File: config.mk
export PLATFORM = sky130hd
export DESIGN_NAME = io_sevenseg_driver
export DESIGN_NICKNAME = d
export VERILOG_FILES = /design/src/rtl/io_sevenseg_driver.sv
export SDC_FILE = /design/constraint.sdc
export NUM_CORES = 1
export LEC_CHECK = 0
export CELL_PAD_IN_SITES_DETAIL_PLACEMENT = 0
export CELL_PAD_IN_SITES_GLOBAL_PLACEMENT = 1
export CORE_MARGIN = 4
export CORE_UTILIZATION = 29
export CTS_CLUSTER_DIAMETER = 40
export CTS_CLUSTER_SIZE = 25
export DETAILED_ROUTE_END_ITERATION = 6
export GPL_TIMING_DRIVEN = 1
export PLACE_DENSITY = 0.64
export SYNTH_ARGS = -nofsm -noshare
export SYNTH_HDL_FRONTEND = slang
export SYNTH_SLANG_ARGS = --single-unit
File: constraint.sdc
create_clock -name clock -period 4.8 [get_ports clock]
set_input_delay 0.96 -clock clock [delete_from_list [all_inputs] [get_ports clock]]
set_output_delay 0.96 -clock clock [all_outputs]
set_load 0.02 [all_outputs]
File: src/rtl/io_sevenseg_driver.sv
// rtl/io_sevenseg_driver.sv - 8-digit multiplexed seven-segment driver with hex and double-dabble decimal modes
module io_sevenseg_driver #(
    parameter int SCAN_DIV = 50000
) (
    input  logic        clock,
    input  logic        clrn,
    input  logic [31:0] data_in,
    input  logic        dec_mode,
    output logic [7:0]  an,
    output logic [7:0]  seg,
    output logic        busy,
    output logic        ovf
);

    localparam int PW = (SCAN_DIV > 1) ? $clog2(SCAN_DIV) : 1;
    localparam logic [PW-1:0] PRESC_LAST = PW'(SCAN_DIV - 1);

    typedef enum logic [1:0] {
        S_IDLE  = 2'd0,
        S_SHIFT = 2'd1,
        S_DONE  = 2'd2
    } state_t;

    state_t        state_q, state_d;
    logic [31:0]   cap_val_q, cap_val_d;
    logic          cap_mode_q, cap_mode_d;
    logic [31:0]   disp_q, disp_d;
    logic          ovf_q, ovf_d;
    logic [31:0]   bin_q, bin_d;
    logic [39:0]   bcd_q, bcd_d;
    logic [4:0]    cnt_q, cnt_d;
    logic [PW-1:0] presc_q, presc_d;
    logic [2:0]    idx_q, idx_d;
    logic [7:0]    an_q, an_d;
    logic [7:0]    seg_q, seg_d;
    logic [39:0]   bcd_adj;

    // Active-low {g..a} glyph for one hex nibble
    function automatic logic [6:0] glyph(input logic [3:0] n);
        case (n)
            4'h0: glyph = 7'h40;
            4'h1: glyph = 7'h79;
            4'h2: glyph = 7'h24;
            4'h3: glyph = 7'h30;
            4'h4: glyph = 7'h19;
            4'h5: glyph = 7'h12;
            4'h6: glyph = 7'h02;
            4'h7: glyph = 7'h78;
            4'h8: glyph = 7'h00;
            4'h9: glyph = 7'h10;
            4'hA: glyph = 7'h08;
            4'hB: glyph = 7'h03;
            4'hC: glyph = 7'h46;
            4'hD: glyph = 7'h21;
            4'hE: glyph = 7'h06;
            default: glyph = 7'h0E;
        endcase
    endfunction

    // Double-dabble correction: every BCD digit >= 5 gets +3 before the shift
    always_comb begin
        bcd_adj = bcd_q;
        for (int k = 0; k < 10; k++) begin
            if (bcd_q[4*k +: 4] >= 4'd5) begin
                bcd_adj[4*k +: 4] = bcd_q[4*k +: 4] + 4'd3;
            end
        end
    end

    // Capture FSM: latch new input, show hex directly or run the 32-step conversion
    always_comb begin
        state_d    = state_q;
        cap_val_d  = cap_val_q;
        cap_mode_d = cap_mode_q;
        disp_d     = disp_q;
        ovf_d      = ovf_q;
        bin_d      = bin_q;
        bcd_d      = bcd_q;
        cnt_d      = cnt_q;
        case (state_q)
            S_IDLE: begin
                if ((data_in != cap_val_q) || (dec_mode != cap_mode_q)) begin
                    cap_val_d  = data_in;
                    cap_mode_d = dec_mode;
                    if (dec_mode) begin
                        bin_d   = data_in;
                        bcd_d   = 40'd0;
                        cnt_d   = 5'd0;
                        state_d = S_SHIFT;
                    end else begin
                        disp_d = data_in;
                        ovf_d  = 1'b0;
                    end
                end
            end
            S_SHIFT: begin
                {bcd_d, bin_d} = {bcd_adj[38:0], bin_q, 1'b0};
                cnt_d = cnt_q + 5'd1;
                if (cnt_q == 5'd31) begin
                    state_d = S_DONE;
                end
            end
            S_DONE: begin
                disp_d  = bcd_q[31:0];
                ovf_d   = |bcd_q[39:32];
                state_d = S_IDLE;
            end
            default: state_d = S_IDLE;
        endcase
    end

    // Scan timing plus digit decode; an and seg come from the same next-state so they switch together
    always_comb begin
        if (presc_q == PRESC_LAST) begin
            presc_d = '0;
            idx_d   = idx_q + 3'd1;
        end else begin
            presc_d = presc_q + PW'(1);
            idx_d   = idx_q;
        end
        an_d = ~(8'd1 << idx_d);
        if (cap_mode_d && (idx_d != 3'd0) && ((disp_d >> {idx_d, 2'b00}) == 32'd0)) begin
            seg_d = 8'hFF;
        end else begin
            seg_d = {~((idx_d == 3'd7) && cap_mode_d && ovf_d), glyph(disp_d[{idx_d, 2'b00} +: 4])};
        end
    end

    // State registers with synchronous active-low reset
    always_ff @(posedge clock) begin
        if (!clrn) begin
            state_q    <= S_IDLE;
            cap_val_q  <= 32'd0;
            cap_mode_q <= 1'b0;
            disp_q     <= 32'd0;
            ovf_q      <= 1'b0;
            bin_q      <= 32'd0;
            bcd_q      <= 40'd0;
            cnt_q      <= 5'd0;
            presc_q    <= '0;
            idx_q      <= 3'd0;
            an_q       <= 8'hFE;
            seg_q      <= 8'hC0;
        end else begin
            state_q    <= state_d;
            cap_val_q  <= cap_val_d;
            cap_mode_q <= cap_mode_d;
            disp_q     <= disp_d;
            ovf_q      <= ovf_d;
            bin_q      <= bin_d;
            bcd_q      <= bcd_d;
            cnt_q      <= cnt_d;
            presc_q    <= presc_d;
            idx_q      <= idx_d;
            an_q       <= an_d;
            seg_q      <= seg_d;
        end
    end

    assign an   = an_q;
    assign seg  = seg_q;
    assign busy = (state_q != S_IDLE);
    assign ovf  = ovf_q;

endmodule

Word-level counts from Yosys, hierarchy flattened
Memories as Yosys holds them, arrays and structs flattened.
Index checks and enable logic that the tools add are counted.
{ "word_totals": {"ff_bits": 180, "romBits": 112, "inputBits": 35, "wordCells": 102, "memories": 1} }
{ "op_classes": {"addsub": 13, "order_cmp": 10, "eq_ne": 10, "n_shift": 3, "n_mux": 33, "n_bitwise": 3, "reduce_logical": 16} }
{ "memory_table": {"columns": ["name", "words", "word_bits", "read_ports", "rd_clocked_by_memory_dff", "write_ports", "line_no", "source"], "rows": [
  ["(no name shown)", 16, 7, 1, 0, 0, "40", "case (n)"]
]} }
{ "ops": {"columns": ["operator", "n"], "rows": [
  ["32-bit two-way mux", 4],
  ["32-bit one-hot mux with 2 select lines", 2],
  ["40-bit two-way mux", 2],
  ["40-bit one-hot mux with 2 select lines", 1],
  ["4-bit by 3-bit greater-or-equal comparator with 1-bit output, second input constant", 10],
  ["4-bit by 2-bit adder with 4-bit output, second input constant", 9],
  ["4-bit two-way mux", 9],
  ["32-bit zero test", 1],
  ["32-bit inequality test", 1],
  ["32-bit by 6-bit variable part select with 4-bit output", 1],
  ["32-bit by 5-bit right shift with 32-bit output", 1],
  ["16-bit by 1-bit adder with 16-bit output, second input constant", 1],
  ["16-bit == test, second input constant", 1],
  ["5-bit two-way mux", 2],
  ["5-bit one-hot mux with 2 select lines", 1],
  ["8-bit inverter", 1],
  ["8-bit OR reduction", 1],
  ["1-bit by 3-bit << shifter with 8-bit output, first input constant", 1],
  ["2-bit two-way mux", 3],
  ["3-bit two-way mux", 2],
  ["6-bit two-way mux", 1],
  ["2-bit inequality test, second input constant", 3],
  ["3-bit AND reduction", 2],
  ["5-bit by 1-bit adder with 5-bit output, second input constant", 1],
  ["18 further kinds", 27]
]} }

Depth between registers and ports, before layout
Gate-level depths: netlist of run 1.
{ "depth": {"ltp_word": 8, "mapped_depth": 18, "depth_no_buf": 16} }

Worst setup path before layout of run 1
OpenSTA, ideal clock, no wires.
{ "synth_path": {"kind": "input to register", "start": "input port dec_mode", "end": "register seg_q[6], in the netlist seg[6]", "setup_time_ps": 131, "arrival_ps": 4061, "required_ps": 4669, "slack_ps": 608, "stages": 14, "path_cell_list": "buf_6 xor2_2 nor4_4 and4_1 buf_4 nand3_4 and3_4 or4_1 and3_1 o32a_1 ha_1 mux2_1 a221oi_1 nand2_1"} }
{ "synth_via": {"elab_chain_cells": 8, "word_cells_on_any_way": 14} }
{ "synth_rtl": {"columns": ["item", "line_no", "source"], "rows": [
  ["start: declaration", "8", "input logic dec_mode,"],
  ["branches (longest 8 deep; another with memory read 16 x 7 bit)", null, null],
  ["end signal: assignment", "156", "seg_q <= seg_d;"],
  ["end: declaration", "35", "logic [7:0] seg_q, seg_d;"]
]} }
Parallel ways; which one is timed is not known.
A chain may end at the register's enable or synchronous reset.

Worst setup path after layout of run 1
{ "layout_path": {"start": "input port data_in[31]", "end": "register seg_q[6], in the netlist seg[6]"} }
{ "layout_via": {"elab_chain_cells": 8, "word_cells_on_any_way": 14} }
{ "layout_rtl": {"columns": ["item", "line_no", "source"], "rows": [
  ["start: declaration", "7", "input logic [31:0] data_in,"],
  ["branches (longest 8 deep; another with memory read 16 x 7 bit)", null, null]
]} }
Parallel ways; which one is timed is not known.

==> results of run 1 <==
-- per-layer routing --
metal / vias up / wire length [µm] / GRT usage (%)
met1: 4197 / 14800 / 24.2
met4: 0 / 567 / 4.06
met5: - / 0 / 0
li1: 4308 / - / -
met3: 49 / 1480 / 2.70
met2: 223 / 14900 / 28.7
-- synth_stat cells (4+ instances only) --
library cell,n
nand2b_1,13
o22ai_1,14
nor3_1,39
and2_1,12
and3_1,8
mux2_2,6
a311oi_1,34
mux2i_1,44
a22oi_1,32
nor4_1,6
clkbuf_1,52
xnor2_1,17
nor2_1,168
a31oi_1,11
buf_1,9
o31ai_1,4
nand3_1,31
xor2_1,54
a221oi_1,5
a21oi_1,55
dfxtp_1,180
buf_2,4
o221ai_1,7
nor4_4,5
o21ai_0,44
ha_1,31
inv_1,33
nand2_1,118
nand4_1,6
a22o_1,4
nor4_2,5
-- cells by family (layout without fill, tap and decap cells) --
kind of cell    count (synthesis)  count (layout)
simple gates                  437             437
mux                            53              53
flops                         180             180
xor+xnor                       72              72
compound gates                254             254
fa+ha+maj                      31              31
buf+inv                       104             256
-- cell type report --
cell class	count	area, µm²
multi-input cells	847	5590
inverters	35	135
flip-flops and latches	180	3600
well taps	442	553
repair buffers	189	1570
clock inverters	14	155
clock buffers	18	439
fillers	3378	20500
-- through the flow --
stage	TNS [ps]	util, %
after floorplan	0	-
after global placement	-744	35.2
after detailed placement	-698	35.2
after CTS	0	37.0
after global routing	0	37.0
final	0	37.0
-- power by group --
group          internal [mW]  switching [mW]  total [mW]
registers               1.57          0.0477        1.62
logic                  0.289           0.388       0.676
clock network          0.716           0.717        1.43
-- layout by cell type (no fill, tap or decap), drive strengths merged, types with 4 or more instances in the layout --
master	count
xnor2	17
dfxtp	180
o21ai	45
nor3	41
clkbuf	18
clkdlybuf4s50	52
mux2i	44
o221ai	9
nand3	32
nand2	118
a22o	4
nand2b	13
a21oi	56
o22ai	14
a22oi	32
ha	31
o31ai	5
inv	43
nor4	16
a31oi	12
nor2	170
buf	137
and2	12
a221oi	7
and3	9
xor2	55
a211oi	7
clkinv	6
nand4	9
mux2	9
a311oi	37
-- worst max-delay path by stage --
stage	endpoint	depth (start not counted)	start	slack (ps)
final	seg[6]	17	data_in[31]	230
after global routing	seg[6]	17	data_in[31]	20
after CTS	seg[6]	17	data_in[31]	240
after detailed placement	seg[6]	17	data_in[31]	-180
after global placement	seg[6]	17	data_in[31]	-160
after floorplan	seg[6]	14	dec_mode	610
-- sequential cells by signal (all words and copies together) (netlist names) --
| signal | count |
|---|---|
| an | 8 |
| bcd_q | 40 |
| bin_q | 32 |
| cap_mode_q | 1 |
| cap_val_q | 32 |
| cnt_q | 5 |
| disp_q | 32 |
| idx_q | 3 |
| ovf | 1 |
| presc_q | 16 |
| seg | 8 |
| state_q | 2 |
-- worst reg2reg max path, stage by stage, from the launching register on --
cell and delay (ps):
dfxtp_1 320, xor2_1 250, nor4_4 340, and4_1 290, buf_4 200, a31oi_1 90
a311oi_1 310, buf_4 190, o22ai_1 70, a211o_1 300, mux2i_1 300, buf_4 190
inv_1 60, ha_1 230, mux2_1 290, a221oi_1 240, nand2_1 80
==> results.yml, run 1 <==
status:
  status: "complete, no violations"
power_and_ir_drop:
  power.density_mw_per_mm2: 309
  p_total_mw: 3.73
  ir_drop_v: 0.000246
  cellLeakagePower_nw: 4.82
place:
  port-buffer-count: 52
  hpwl_um: 23300
  place_inst: 1693
  dpl_worst_slack_ps: -183
  dpl-instance-area_mm2: 0.0115
  gp_congestion: 0.897
clocking:
  clk_pin_slew_ps: 80
  clk_path_buf_depth: 2
  cts_resized: 0
  root_buffer: "clkbuf_16"
  clk_latency_ps: 450
  cts_setup_buffers: 0
  clkSinkCount: 180
  h-tree-depth: 4
  cts_buffers: 17
  cts_tree: "built"
  ctsHoldBuffers: 0
grt:
  grt_max_degree: 94
  grt_pass1_wl_um: 49500
  grt_pass1_vias: 8450
  antenna_found_initial: 0
  overflow: 0
  grtUsageTotal_pct: 17.4
synthesis:
  avgSynthCellArea_um2: 8.46
  muxShareOfSynthArea_pct: 5.70
  synth_compound_area_share_pct: 19.4
  ys_warn_count: 0
  synth-edff-count: 0
  ys.flop_type: "dfxtp_1"
  syn_nets: 1197
  ys_seq_elements: 180
  yosys.area.top_type_share_pct: 37.6
  synth-xor-area-share_pct: 6.67
  synth_fa_ha_area_share_pct: 4.05
  netlist_area_mm2: 0.00957
  synth_top_cell_by_area: "dfxtp_1"
  async_reset_ff_share_pct: 0
  yosysSeqAreaShare_pct: 37.6
  yosys.area_share.simple_pct: 22.2
  netlist_instances: 1131
  yosysUniqueCellTypes: 83
  synthTopCellsByArea: "dfxtp_1 38%, nor2_1 6.6%, xor2_1 4.9%, nand2_1 4.6%, mux2i_1 4.6%"
  synth_top_family_by_area: "simple AND/OR/NAND/NOR gates"
floorplan:
  die_w_um: 190
  start_util_pct: 29.4
  die_area_mm2: 0.0360
  pin_count: 53
  fp.coreArea_mm2: 0.0325
  row_count: 66
  die_y_um: 190
setup_path:
  cp.arrival_ps: 4890
  critical_path_buf_inv_count: 5
  cp.required_ps: 5120
  r2r_cells: 16
  slowest_delay_ps: 530
  cp_common_cell: "buf_4"
  cp_top_family: "buffers and inverters"
  endpoint_kind: "flop"
  r2r_start: "cap_val_q[31]"
  cp_max_fo: 8
  path_cells: "clkdlybuf4s50_1, xor2_1, nor4_4, and4_1, buf_4, a31oi_1, a311oi_1, buf_4, o22ai_1, a211o_1, mux2i_1, buf_4, inv_1, ha_1, mux2_1, a221oi_1, nand2_1"
  critPathSlowestCell: "clkdlybuf4s50_1"
  r2r_slack_ps: 920
  worst_setup_path_start_kind: "primary input"
  worstReg2RegEnd: "seg[6]"
  path_class: "in2reg"
timing:
  finalSetupViolCount: 0
  fin_skew_ps: 15.5
  timing.hold.ws_ps: 453
  timing.final.ws_setup_ps: 230
  fin_crit_ps: 4570
  worst_pin_slew_ps: 1130
  rsz0062_at_grt: "no"
  period_share_pct: 95.2
  hold_viol_final: 0
  slew_violations: 0
  fmax_mhz: 219
  slew_headroom_pct: 24.6
final_layout:
  syn_to_final_growth_pct: 25.9
  layout.nets: 1336
  antenna_cells: 0
  drive_above_1_share_pct: 17.2
  stdcell_count: 1725
  final_area_mm2: 0.0120
detailed_routing:
  ant_nets: 0
  wirelength_um: 31700
  wl_per_cell_um: 18.4
  drt_iter0_markers: 683
  firstDrtPassIters: 5
  viasPerCell: 5.09
  vias: 8777
  drc_errors: 0
worst_hold_path:
  holdPathEnd: "presc_q[0]"
  hold_depth: 1
  hold_class: "reg2reg"
  min-delay-start: "presc_q[0]"
flow_run:
  maxCapViolCount: 0
(Power assumes the default switching activity.)
==> run 2, diff against run 1 <==
--- a/config.mk
+++ b/config.mk
@@ -12,6 +12,7 @@
 export CTS_CLUSTER_DIAMETER = 40
 export CTS_CLUSTER_SIZE = 25
 export DETAILED_ROUTE_END_ITERATION = 6
+export GPL_ROUTABILITY_DRIVEN = 0
 export GPL_TIMING_DRIVEN = 1
 export PLACE_DENSITY = 0.64
 export SYNTH_ARGS = -nofsm -noshare
==> run 2 against run 1 <==
Net effect:
- register-to-register slack improved by 40 ps
- largest cell class unchanged
- critical endpoint is now seg[0]
- utilization rose by 0.12 points
- clock skew fell by 1.1 ps
==> results.yml, run 2 (synthesized netlist as in run 1, its figures left out) <==
worst_hold_path:
  holdPathEnd: "presc_q[0]"
  hold_depth: 1
  hold_class: "reg2reg"
  min-delay-start: "presc_q[0]"
grt:
  use_met1_pct: 24.6
  grt_pass1_wl_um: 49900
  overflow: 0
  antenna_found_initial: 0
  grtUsageTotal_pct: 17.6
  grt_pass1_vias: 8511
  grt_max_degree: 64
  use_met2_pct: 28.6
  grt_util_met3_pct: 2.44
  grt.busiest_layer: "met2"
setup_path:
  worstReg2RegEnd: "seg[0]"
  crit_path_start: "data_in[31]"
  critPathSlowestCell: "clkdlybuf4s50_1"
  slowest_delay_ps: 510
  cp.required_ps: 5160
  worst_setup_path_start_kind: "primary input"
  r2r_cells: 15
  r2r_start: "cap_val_q[17]"
  path_cells: "clkdlybuf4s50_1, xor2_1, nor4_4, and4_1, buf_4, nand3_4, buf_12, buf_4, a211oi_2, nand4_1, nor3b_1, a21oi_1, nor4_2, o2111ai_2, a31oi_1"
  cp_common_cell: "buf_4"
  endpoint_kind: "flop"
  cp_max_fo: 8
  cp.arrival_ps: 4850
  r2r_slack_ps: 960
  path_class: "in2reg"
clocking:
  clk_path_buf_depth: 2
  clk_latency_ps: 450
  cts_tree: "built"
  h-tree-depth: 4
  cts_buffers: 17
  clkSinkCount: 180
  clk_pin_slew_ps: 80
  cts_setup_buffers: 0
  cts_resized: 0
  root_buffer: "clkbuf_16"
  ctsHoldBuffers: 0
detailed_routing:
  drc_errors: 0
  ant_nets: 0
  drt_iter0_markers: 745
  wirelength_um: 31800
  vias: 8783
  wl_per_cell_um: 18.5
  viasPerCell: 5.09
  firstDrtPassIters: 6
timing:
  worst_pin_slew_ps: 1080
  period_share_pct: 93.4
  tns_ps: 0
  fin_skew_ps: 14.3
  fin_crit_ps: 4480
  timing.final.ws_setup_ps: 316
  fmax_mhz: 223
  rsz0062_at_grt: "no"
  slew_headroom_pct: 27.4
  finalSetupViolCount: 0
  hold_viol_final: 0
  slew_violations: 0
floorplan:
  die_area_mm2: 0.0360
  die_w_um: 190
  row_count: 66
  die_y_um: 190
  pin_count: 53
  fp.coreArea_mm2: 0.0325
  start_util_pct: 29.4
final_layout:
  syn_to_final_growth_pct: 26.3
  drive_above_1_share_pct: 17.3
  largest_reg_flops: 40
  stdcell_count: 1725
  max_flop_register: "bcd_q"
  mostFrequentLayoutCell: "dfxtp_1"
  antenna_cells: 0
  layout.nets: 1336
  final_cell_mix: "180 x dfxtp_1, 166 x nor2_1, 132 x buf_4"
power_and_ir_drop:
  ir_drop_v: 0.000256
  cellLeakagePower_nw: 4.83
  p_total_mw: 3.73
  power.density_mw_per_mm2: 309
status:
  status: "complete, no violations"
place:
  port-buffer-count: 52
  dpl_worst_slack_ps: -112
  place_inst: 1693
  hpwl_um: 23200
flow_run:
  maxCapViolCount: 0
run 2: worst max path at each step:
stage / endpoint / slack [ps] / cells after the start
after detailed placement: seg[6] / -110 / 17
after CTS: seg[6] / 330 / 17
after floorplan: seg[6] / 610 / 14
after global placement: seg[6] / -170 / 18
final: seg[0] / 320 / 15
after global routing: seg[6] / 0.7 / 17
run 2: through the flow:
stage / instance area, µm² / hold slack, ps / utilization [%]
4_1_cts: 12100 / 468 / 37.1
6_report: 12100 / 458 / 37.1
2_1_floorplan: 9570 / 418 / -
3_3_place_gp: 11500 / 432 / 35.3
3_5_place_dp: 11500 / 448 / 35.3
5_1_grt: 12100 / 485 / 37.1
run 2: final cells by class:
cell class	instances	area, µm²
Tap cell	442	553
Sequential cell	180	3600
Inverter	35	135
Timing Repair Buffer	189	1610
Multi-Input combinational cell	847	5590
Clock inverter	15	168
Fill cell	3366	20400
Clock buffer	17	425
run 2: metal layers:
metal	part of all wire (%)	up-vias	wire length (µm)
met5	0	-	0
met4	1.6	0	503
met3	4.2	32	1340
met2	47	211	14800
met1	48	4229	15200
li1	-	4311	-
run 2: power by group:
group	switching (mW)	internal [mW]	total [mW]	leakage [nW]
Sequential	0.0504	1.57	1.62	1.48
Clock	0.734	0.703	1.44	0.292
Combinational	0.383	0.290	0.673	3.06
run 2: worst max-delay path, delay by kind of cell:
family / cells / cell delay [ps]
simple gates: 6 / 1780
compound gates: 4 / 970
buf+inv: 4 / 940
xor+xnor: 1 / 190
==> RTL change 1, RTL diff (flow settings as in run 1) <==
Put one more register stage on the output `an`. The value now appears one clock later. The other outputs are not delayed to match.
--- a/src/rtl/io_sevenseg_driver.sv
+++ b/src/rtl/io_sevenseg_driver.sv
@@ -159,3 +159,5 @@
 
-    assign an   = an_q;
+    always_ff @(posedge clock) begin
+        an <= an_q;
+    end
     assign seg  = seg_q;
Function: changed (Yosys sat finds a counterexample within 4 cycles, from zero or initial values).
==> RTL change 1 against run 1 <==
Fmax up 2.0%. Highest routed layer unchanged. Sequential cell count grew 8. Design area is 0.83% higher. Power up 0.28%. Combinational power fell by 5.3%. Sequential power grew 4%. First-iteration DRC count fell by 9.8%. Largest power group unchanged. Routed wire length fell by 1.3%. Setup slack better by 0.089 ns. Critical endpoint is now seg[2]. Synthesized area increased by 1.7%.
==> RTL change 1: results (changes against run 1) <==
first-pass GRT wire length 49670 µm (+0.32%); Worst VDD drop 198.2 µV (-19%); worst r2r path cells 15 (-1); Leak 4.836 nW (+0.40%); Net Sw Power 1.085 mW (-5.9%); Largest stage delay, worst path 0.55 ns (+0.02 ns); R2R Path Start presc_q[0]; multiplexer share of the synthesized area 0.04895 (-0.008041); worst slew pin tran 0.6504 ns (-0.4765 ns); Arrival @ worst endpoint 4.84 ns (-0.05 ns); warnings from Yosys 0 (unchanged); largest net degree at the start of global routing 70 (-26%); R2R Setup Slk 0.74 ns (-0.18 ns); clock-pin slew on the worst setup and hold paths 0.06 ns (-0.02 ns); Clock Tree Root clkbuf_16; htree depth 4 (unchanged); drt first pass iters 5 (unchanged); final net count 1360 (+1.8%); register area share after synthesis 0.3865 (+0.01001); post-synthesis xor/xnor area fraction 0.05756 (-0.009105); Post-Synth Adder-Cell Area 0.03983 (-0.0006925); share of layout cells above drive strength 1 0.1591 (-0.01311); Vias 8857 (+0.91%); CP Launch Point data_in[29]; Final HPWL DP 22980 µm (-1.6%); Filler cells 3472 (+2.8%); final worst slack 0.3185 ns (+0.08890 ns); drt wl/cell 17.90 µm (-2.6%); Synth Area in Compound Gates 0.1945 (+0.0009318); R2R Path End seg[2]; TritonCTS Buffers 17 (unchanged); Cell variety after synth 81 (-2.4%); I/O Buffers 52 (unchanged); Setup Fix Bufs, Post-CTS 0 (unchanged); DRT iter0 DRCs 616 (-9.8%); Commonest cells post-synth 188 x dfxtp_1, 180 x nor2_1, 141 x nand2_1; delay-heaviest family, CP compound AO/OA/AOI/OAI gates; Net Count, Synth 1225 (+2.3%); clk_skew 0.01526 ns (-0.0001933 ns); dpl ws -0.1427 ns (+0.04043 ns); GRT Resource Usage Total 0.1735 (-0.0009459); synth top area cells dfxtp_1 39%, nor2_1 6.9%, nand2_1 5.4%; status complete, no violations; via count of the first global-routing pass 8662 (+2.5%); Final GP Congestion 0.9062 (+1.0%)
==> RTL change 1: cell types whose count changed after synthesis, sizes merged, moves of 6 or more <==
cell and change:
a2111oi +6, o21ai +6, o221ai -7, dfxtp +8, xor2 -9, nor4 -7, nand2 +23, nor2 +11
nor3 -12, o22ai -6, a21oi -7
==> RTL change 1: worst min path at each step <==
stage | endpoint | from | slack [ns] | depth (start not counted)
2_1_floorplan | an[0] | an_q[0] | 0.31 | 0
3_3_place_gp | an[6] | an_q[6] | 0.31 | 0
3_5_place_dp | an[1] | an_q[1] | 0.31 | 0
4_1_cts | an[1] | an_q[1] | 0.33 | 0
5_1_grt | an[1] | an_q[1] | 0.33 | 0
6_report | an[1] | an_q[1] | 0.33 | 0
==> RTL change 1: metrics by stage <==
step,utilization,instance area [µm²],instances
global placement,0.3522,11570,1717
floorplan,-,9738,1159
detailed placement,0.3522,11570,1717
global route,0.3696,12150,1749
CTS,0.3696,12150,1749
finish,0.3696,12150,1749
==> RTL change 1: per-layer routing <==
layer,wire (µm),part of all wire,vias up,global-route usage
li1,-,-,4382,-
met1,14670,0.47,4269,0.2355
met2,14710,0.47,178,0.2821
met3,1228,0.039,28,0.02940
met4,701,0.022,0,0.05414
met5,0,0,-,0
==> RTL change 1: area by class of cell <==
cell class,instances,area share
repair buffers,185,0.1281
multi-input cells,867,0.4584
well taps,442,0.04553
clock buffers,18,0.03616
flip-flops and latches,188,0.3098
clock inverters,14,0.01092
inverters,35,0.01102
==> RTL change 1: power groups by stage <==
stage	Clock [mW]	Combinational (mW)	Sequential (mW)
after floorplan	0	0.350	1.71
after global placement	0	0.641	1.71
after detailed placement	0	0.639	1.71
after CTS	1.46	0.642	1.68
after global routing	1.51	0.698	1.69
final	1.42	0.640	1.68
==> RTL change 2, RTL diff (settings of run 1) <==
Made on the original files. The parameter `SCAN_DIV` goes from 50000 to 100000.
--- a/src/rtl/io_sevenseg_driver.sv
+++ b/src/rtl/io_sevenseg_driver.sv
@@ -2,3 +2,3 @@
 module io_sevenseg_driver #(
-    parameter int SCAN_DIV = 50000
+    parameter int SCAN_DIV = 100000
 ) (
Check against the original RTL: same outputs for any inputs over 4 cycles, from zero or initial values; that may be too few to reach the edited logic, so the function may still have changed.
==> RTL change 2 against run 1 <==
Power fell by 0.63%. Critical path depth rose by 1. Sequential cell count rose by 1. Sequential share of layout area barely moved. Design area rose by 0.47%. Routed wire length rose by 3.5%. Synthesized area rose by 1.8%. Non-clock buffer count fell by 11. Global-route usage rose by 0.50 points. Via count rose by 7.0%. Setup slack improved by 0.052 ns.
==> RTL change 2: results (changes against run 1) <==
status complete, no violations; via count of the first global-routing pass 8872 (+5.0%); GRT Resource Usage Total 0.1794 (+0.005000); met1 usage 0.2485 (+0.006034); drt first pass iters 5 (unchanged); first-pass GRT wire length 51650 µm (+4.3%); Async SR Flop Fraction 0 (unchanged); worst slew pin tran 0.9522 ns (-0.1747 ns); largest fanout on the critical path 8 (unchanged); Post-Route WL 32840 µm (+3.5%); drt wl/cell 18.03 µm (-2.0%); share of layout cells above drive strength 1 0.1341 (-0.03819); DRT iter0 DRCs 809 (+18%); Arrival @ worst endpoint 4.87 ns (-0.02 ns); Leak 4.760 nW (-1.2%); Setup Fix Bufs, Post-CTS 0 (unchanged); Largest stage delay, worst path around 0.52 ns; I/O Buffers 52 (unchanged); placed inst area 0.01149 mm² (+0.32%); post-synthesis xor/xnor area fraction 0.06470 (-0.001968); Synth Area in Compound Gates 0.2073 (+0.01372); routing usage on met3 0.03159 (+0.004620); placed cells 1790 (+5.7%); Biggest register bcd_q; Hold Crit Class reg -> reg; initial antenna violation count 0 (unchanged); warnings from Yosys 0 (unchanged); clock-pin slew on the worst setup and hold paths 0.08 ns (about the same); # resized after CTS 0 (unchanged); htree depth 4 (unchanged); multiplexer share of the synthesized area 0.02721 (-0.02978); Clock Tree Root clkbuf_16; Max Cap Violations 0 (unchanged); Slowest-stage cell, CP nor4_1; Worst VDD drop 218.9 µV (-11%); dpl ws -0.1980 ns (-0.01490 ns); clk_skew 0.02213 ns (+0.006678 ns); Final HPWL DP 23400 µm (+0.21%); clk_lat worst skew 0.46 ns; clock buffer depth 2 (unchanged); Vias 9395 (+7.0%); delay-heaviest family, CP simple AND/OR/NAND/NOR gates; largest net degree at the start of global routing 68 (-28%); Post-Synth Adder-Cell Area 0.03979 (-0.0007283); Top FF cell, synth dfxtp_1; antenna cell count 0 (unchanged); M2 GR Usage 0.2924 (+0.005819); Net Count, Synth 1323 (+11%); number of flip-flops in the largest register 40 (unchanged); synth top area cells dfxtp_1 37%, nand2_1 7.9%, nor2_1 5.9%; register area share after synthesis 0.3718 (-0.004712); final net count 1433 (+7.3%); Commonest cells post-synth 205 x nand2_1, 181 x dfxtp_1, 153 x nor2_1; Cell variety after synth 67 (-19%); TritonCTS Buffers 17 (unchanged); syn_area_per_cell 7.754 µm² (-8.4%); Final GP Congestion 0.8516 (-5.1%)
[RTL change 2: cell types whose count changed in the layout (fill, tap and decap cells not counted), sizes merged, moves of 8 or more]
cell,change
a21oi,+39
and3,+10
buf,-10
mux2i,-22
nand2,+87
nor2,-17
o21ai,+10
o221ai,-8
[RTL change 2: path summary, 6_finish.rpt]
check	start	end	slack, ns	cells after the start
worst max-delay path	data_in[27]	seg[1]	0.28	18
worst min-delay path	bin_q[10]	bin_q[11]	0.46	2
worst max register to register	presc_q[9]	seg[1]	0.89	13
worst min register to register	bin_q[10]	bin_q[11]	0.46	2
[RTL change 2: worst reg2reg max path, cell delays in order (launching register included)]
cell and delay (ns):
dfxtp_1 0.38, nand2_1 0.10, nor4_1 0.57, nand2_1 0.30, xnor2_2 0.53, buf_4 0.28
mux2i_1 0.12, o221a_1 0.26, a31oi_1 0.24, ha_1 0.21, nand2_1 0.06, nor4b_2 0.34
nand4b_4 0.22, a41oi_1 0.21
[RTL change 2: layout make-up]
cell class | count | area [µm²]
Inverter | 31 | 118.9
Fill cell | 3494 | 20760
Timing Repair Buffer | 178 | 1511
Multi-Input combinational cell | 958 | 5688
Sequential cell | 181 | 3623
Clock buffer | 17 | 425.4
Tap cell | 442 | 553.0
Clock inverter | 15 | 182.7
[RTL change 2: layer usage]
metal  share of wire  wire (µm)  vias up
met5               0          0        -
met4           0.013        426        0
met3           0.041       1342       33
met2            0.48      15640      207
met1            0.47      15440     4504
li1                -          -     4651
[RTL change 2: report_power, final]
group / total, mW / internal, mW / switching [mW]
Combinational: 0.631 / 0.261 / 0.370
Sequential: 1.62 / 1.58 / 0.0456
Clock: 1.45 / 0.709 / 0.742
Total: 3.70 / 2.55 / 1.16
